==> config.mk <==
export PLATFORM = sky130hd
export DESIGN_NAME = regfile_sb
export DESIGN_NICKNAME = d
export VERILOG_FILES = /design/src/rtl/regfile_sb.sv
export SDC_FILE = /design/constraint.sdc
export NUM_CORES = 2
export LEC_CHECK = 0
export BUFFER_PORTS_ARGS = -buffer_cell sky130_fd_sc_hd__buf_2
export CAP_MARGIN = 5
export CELL_PAD_IN_SITES_DETAIL_PLACEMENT = 2
export CELL_PAD_IN_SITES_GLOBAL_PLACEMENT = 2
export CORE_ASPECT_RATIO = 0.8
export CORE_MARGIN = 1
export CORE_UTILIZATION = 32
export CTS_CLUSTER_DIAMETER = 200
export DETAILED_ROUTE_END_ITERATION = 8
export PLACE_DENSITY = 0.71
export SYNTH_ARGS = -nofsm -noshare
export SYNTH_HDL_FRONTEND = slang
export SYNTH_SLANG_ARGS = --single-unit
==> constraint.sdc <==
create_clock -name Clk -period 2.7 [get_ports Clk]
set_input_delay 0.27 -clock Clk [delete_from_list [all_inputs] [get_ports Clk]]
set_output_delay 0.27 -clock Clk [all_outputs]
set_load 0.02 [all_outputs]
==> src/rtl/regfile_sb.sv <==
// regfile_sb: multi-port register file with a busy-bit scoreboard.
// Two combinational read ports, one write port and an issue port that
// marks destinations pending. Entry 0 always reads zero and is never busy.
// Optional macro REGFILE_BYPASS_EN forwards a same-cycle write to both read
// ports and lets that write clear an issue hazard.
module regfile_sb #(
    parameter int WIDTH = 32,
    parameter int AW    = 5,
    parameter int CW    = AW + 1
) (
    input  logic             Clk,
    input  logic             Clrn,
    input  logic [AW-1:0]    Ra,
    input  logic [AW-1:0]    Rb,
    output logic [WIDTH-1:0] Qa,
    output logic [WIDTH-1:0] Qb,
    output logic             Ra_rdy,
    output logic             Rb_rdy,
    input  logic             We,
    input  logic [AW-1:0]    Wr,
    input  logic [WIDTH-1:0] D,
    input  logic             Iss,
    input  logic [AW-1:0]    Iss_rd,
    output logic             Iss_ok,
    output logic [CW-1:0]    Busy_cnt
);
    localparam int DEPTH = 2 ** AW;

    logic [WIDTH-1:0] r_mem [DEPTH];
    logic [DEPTH-1:0] r_busy;
    logic [CW-1:0]    r_cnt;
    logic             w_we;
    logic             w_fwd_a;
    logic             w_fwd_b;
    logic             w_fwd_i;
    logic             w_iss_set;
    logic             w_dec;

    // Writes to entry 0 are dropped so it stays zero forever.
    assign w_we = We & (Wr != '0);

`ifdef REGFILE_BYPASS_EN
    assign w_fwd_a = w_we & (Wr == Ra);
    assign w_fwd_b = w_we & (Wr == Rb);
    assign w_fwd_i = w_we & (Wr == Iss_rd);
`else
    assign w_fwd_a = 1'b0;
    assign w_fwd_b = 1'b0;
    assign w_fwd_i = 1'b0;
`endif

    assign Qa     = (Ra == '0) ? '0 : (w_fwd_a ? D : r_mem[Ra]);
    assign Qb     = (Rb == '0) ? '0 : (w_fwd_b ? D : r_mem[Rb]);
    assign Ra_rdy = ~r_busy[Ra] | w_fwd_a;
    assign Rb_rdy = ~r_busy[Rb] | w_fwd_b;

    // A same-cycle write only clears the hazard when forwarding is built in.
    assign Iss_ok    = Iss & ((Iss_rd == '0) | ~r_busy[Iss_rd] | w_fwd_i);
    assign w_iss_set = Iss_ok & (Iss_rd != '0);
    assign w_dec     = w_we & r_busy[Wr];
    assign Busy_cnt  = r_cnt;

    // Data storage: cleared on reset, written on enabled nonzero address.
    always_ff @(posedge Clk or negedge Clrn) begin
        if (!Clrn) begin
            for (int i = 0; i < DEPTH; i++) r_mem[i] <= '0;
        end else if (w_we) begin
            r_mem[Wr] <= D;
        end
    end

    // Busy bits: a write clears, an accepted issue sets; the issue is last so it wins.
    always_ff @(posedge Clk or negedge Clrn) begin
        if (!Clrn) begin
            r_busy <= '0;
        end else begin
            if (w_we) r_busy[Wr] <= 1'b0;
            if (w_iss_set) r_busy[Iss_rd] <= 1'b1;
        end
    end

    // Pending count tracks set/clear events of the busy bits on the same edge.
    always_ff @(posedge Clk or negedge Clrn) begin
        if (!Clrn) r_cnt <= '0;
        else r_cnt <= r_cnt + CW'(w_iss_set) - CW'(w_dec);
    end
endmodule

==> Word-level counts from Yosys, hierarchy flattened <==
Cells that the tools add are included.
Widths: inputs -> output; s select.
{ "classes": {"addsub": 2, "n_lt_le_gt_ge": 10, "mux": 25, "bitwise_logic": 14, "reduce_logical": 8} }
{ "op_table": {"columns": ["cell", "n"], "rows": [
  ["$bwmux 1024", 1],
  ["$bmux 32 s5", 2],
  ["$mux 32", 9],
  ["$demux 32 s5", 1],
  ["$and 32x32->32", 1],
  ["$not 32->32", 1],
  ["$or 32x32->32", 1],
  ["$lt 5x6->1 const B", 4],
  ["$bmux 1 s5", 4],
  ["$ge 6x6->1 const B", 3],
  ["$not 5->6", 3],
  ["$logic_not 5->1", 3],
  ["$demux 1 s5", 2],
  ["$ge 5x1->1 const B", 2],
  ["$reduce_bool 5->1", 2],
  ["$add 6x1->6", 1],
  ["$lt 6x1->1 const B", 1],
  ["$mux 1", 6],
  ["$sub 6x1->6", 1],
  ["$and 1x1->1", 4],
  ["$logic_and 1x1->1", 3],
  ["$not 1->1", 3],
  ["$or 1x1->1", 1]
]} }
{ "totals": {"reg_bits": 1062, "inputBits": 56, "output_inout_bits": 73, "word_cells": 93} }

==> Depth between registers and ports, before layout <==
{ "logic_depth": {"ltp_word": 9, "mapped_depth": 16, "mapped_depth_nobuf": 14} }

==> Worst setup path before layout <==
OpenSTA, ideal clock, no wires.
{ "synth_timing": {"path_type": "input port to flip-flop", "start": "input Iss_rd[1]", "end": "register r_cnt[4] (netlist: Busy_cnt[4])", "arrival_time_ps": 3212, "setup_slack_ps": -635, "stages": 16, "n_path_buf": 2, "cell_sequence": "clkbuf_1 buf_1 mux2i_1 o22ai_1 nor3_1 o221ai_1 or3b_2 ha_1 inv_1 ha_1 inv_1 fa_1 inv_1 a21o_1 a21oi_1 xnor2_1"} }
{ "synth_between": {"elab_chain_cells": 8, "word_cells_on_any_way": 10, "classes_between": "add/sub: 2; mux: 2; bitwise: 4; reduce/logical: 2"} }
{ "synth_lines": {"columns": ["element", "line_no", "rtl"], "rows": [
  ["from (decl)", "23", "input logic [AW-1:0] Iss_rd,"],
  ["$bmux 1 s5", "58", "assign Iss_ok = Iss & ((Iss_rd == '0) | ~r_busy[Iss_rd] | w_fwd_i);"],
  ["$mux 1 (implied by the code)", "58", null],
  ["$not 1->1", "58", null],
  ["$or 1x1->1", "58", null],
  ["$and 1x1->1", "58", null],
  ["$and 1x1->1 (*)", "59", "assign w_iss_set = Iss_ok & (Iss_rd != '0);"],
  ["$add 6x1->6 (*)", "85", "else r_cnt <= r_cnt + CW'(w_iss_set) - CW'(w_dec);"],
  ["$sub 6x1->6 (*)", "85", null],
  ["to (signal assigned)", "85", null],
  ["to (decl)", "31", "logic [CW-1:0] r_cnt;"]
]} }
Mark *: on every way between the ends. The rest lies on a longest branch, timed or not. The select of a mux whose other input is x is not followed.
A chain may end at the register's enable or synchronous reset.

==> Worst setup path after layout <==
{ "layout_timing": {"start": "register r_busy[11]", "end": "output Ra_rdy"} }
{ "layout_between": {"elab_chain_cells": 3} }
{ "layout_lines": {"columns": ["element", "line_no", "rtl"], "rows": [
  ["from (decl)", "30", "logic [DEPTH-1:0] r_busy;"],
  ["from (signal assigned)", "75", "r_busy <= '0;"],
  ["from (signal, indexed assignment)", "77", "if (w_we) r_busy[Wr] <= 1'b0;"],
  ["from (signal, indexed assignment)", "78", "if (w_iss_set) r_busy[Iss_rd] <= 1'b1;"],
  ["$bmux 1 s5", "54", "assign Ra_rdy = ~r_busy[Ra] | w_fwd_a;"],
  ["$mux 1 (implied by the code)", "54", null],
  ["$not 1->1", "54", null],
  ["to (decl)", "17", "output logic Ra_rdy,"]
]} }
No other way between the ends. The select of a mux whose other input is x is not followed.

==> run summary <==
Leakage - 28.9 nW
setup slack at placement - -0.504 ns
fillers - 16700
cell count after synthesis - 3523
Num CTS Buffers - 114
status - complete, but fails checks
post-synthesis register bit count - 1062
Rel. slew slack - 21.8%
Final Setup Violations - 71
post-layout util - 38.9%
drt drc - 0
vias after detailed routing - 35500
Crit Path Class - flop to output pin
fmax - 326 MHz
Synth async-reset ratio - 100%
Final #Nets - 3792
maximum clock path buffer count - 3
RR Startpoint - r_busy[8]
max incr delay on CP - 0.55 ns
post-route ant nets - 0
Tot GR Track Use - 22.4%
die footprint - 179000 um2
Post-synth EDFFs - 0
sequential element share of the synthesized area - 46.9%
crit start category - flop
detailed placement HPWL - 124000 um
Skew-Pair Late Insertion Delay - 0.77 ns
TritonCTS clock tree - done
HP Class - primary input to flop
minimum clock period after layout - 3.06 ns
required time worst endpoint - 2.43 ns
worst vdd ir - 0.000556 V
CP arrival - 2.79 ns
initial antenna violation count - 9
Layout area overhead - 20.4%
DRT Pass-1 Iters - 5
final wirelength - 198000 um
IO Port Bufs - 128
Tcrit/Tclk final - 113%
yosys warns - 0
Initial DRC Count - 2688
failing checks - setup timing
Via-to-Cell Ratio - 5.74
syn_nets - 3586
FF+latch area - 26600 um2
synthesized cell area - 56600 um2
final setup margin - -0.364 ns
global-route wire length before repair - 293000 um
Worst Path Max Fanout - 3
Root Driver - clkbuf_16
CP max stage cell - mux4_2
RSZ-0062 raised after global routing - yes
antenna cell count - 0
hold path startpoint - We
Row Count - 137
Max Cap Viol - 0
Mean Syn Cell Area - 16.1 um2
area leader, netlist - dfrtp_1
Initial Util - 32.4%
die width - 472 um
share of the synthesized area in the top cell type - 46.9%
core box area - 175000 um2
clock skew - 0.0145 ns
DIE HEIGHT - 378 um
fin. max-slew vios - 0
area occupied by multi-input gates - 29100 um2
Synth Flop Type - dfrtp_1
top cells by area, synth - dfrtp_1, mux4_2, mux2_2
number of global-route vias before repair - 39800
remaining global-route overflow - 0
PD cells - 750 nW/um2
DR WL/cell - 32.0 um
layout cells sized above 1 - 65.9%
I/O pin count - 129
worst-path cell chain - buf_6 > mux4_2 > mux4_2 > mux2i_1 > buf_4 > buf_6
Unique masters post-synth - 42
htree depth - 3
R2R setup slack - -0.32 ns
Hold Vio Cnt, Final - 0
Worst setup EP type - output pin
Critical Path Source - r_busy[11]
routability congestion estimate from global placement - 0.797
CTS Sinks - 1062
sum of negative setup slack - -6.05 ns
worst-margin pin slew - 1.16 ns
clock transition at the registers of the reported paths - 0.06 ns
pin count of the biggest net entering global routing - 138
## path summary, 6_finish.rpt
path	end	cells after the start
hold / removal	r_busy[13]	4
setup / recovery	Ra_rdy	6
hold reg to reg	r_mem[996]	0
max in group asynchronous	r_mem[972]	4
setup reg to reg	Busy_cnt[4]	15
min in group asynchronous	r_mem[769]	3
## per-stage QoR
step           std cells  area, um2  power, mW  hold slack [ns]
2_1_floorplan       3523      56700       28.9          -0.0256
3_3_place_gp        5902      62400       32.4            0.131
3_5_place_dp        5902      62400       33.2            0.139
4_1_cts             6166      67900       51.3           0.0175
5_1_grt             6185      68200       53.3           0.0789
6_report            6185      68200       51.1           0.0814
## layout by cell type (no fill, tap or decap), types with 49 or more instances in the layout
cell type and instances:
dfrtp_1 1062, mux2_2 993, mux4_2 668, buf_4 238
clkbuf_16 114, buf_12 111, buf_6 75, inv_1 55
buf_2 52, nand2_2 49
## kinds of logic after synthesis
kind of cell	Yosys count	synth area share, %
simple gates	154	1.20
flops	1062	46.9
fa+ha+maj	7	0.168
xor+xnor	5	0.0773
buf+inv	478	3.63
mux	1680	46.7
compound gates	137	1.34
## registers in the layout, indices dropped and copies added (netlist names)
register and count:
r_mem 1024, r_busy 32, Busy_cnt 6
## power by group
part           switching (mW)  internal, mW
clock network            7.12          9.69
logic                    5.21          7.53
registers                2.53          19.0
total                    14.9          36.2
## per-layer routing
metal / vias up / wire length (um) / track usage (%)
met3: 354 / 10300 / 3.80
li1: 14100 / - / -
met1: 20000 / 86500 / 31.0
met4: 2 / 6210 / 6.34
met2: 1004 / 94700 / 36.4
met5: - / 7 / 0
## synth_stat cells (all sizes together) (2+ instances only)
library cell  number
a21o               2
a21oi              5
a22o               2
buf              213
clkbuf           188
dfrtp           1062
ha                 6
inv               77
mux2             993
mux2i             19
mux4             668
nand2             98
nand2b             3
nand3              4
nand3b             4
nand4              3
nand4b             3
nor2              22
nor2b              2
nor3               5
nor3b              2
o21ai            108
o22ai              4
o31ai              6
o41ai              4
or3                2
or3b               4
xnor2              5
## what timing repair did
action,CTS,global route
endpoints found under the setup margin,72,72
endpoints found under the hold margin,531,0
gates resized for setup,313,30
hold buffers,8,0
pin swaps,14,10
buffers inserted,48,19
## final cells by class
type | instances | share of cell area, %
clock inverters | 40 | 0.848
flip-flops and latches | 1062 | 39.0
multi-input cells | 1983 | 42.7
repair buffers | 491 | 7.77
well taps | 2363 | 4.34
inverters | 77 | 0.431
clock buffers | 169 | 4.94
## critical path: cells and delay by family, from the launching register on
kind,cells,cell delay (ns)
mux,3,1.24
flops,1,0.40
buf+inv,3,0.39
Power figures use the tool's default switching activity.
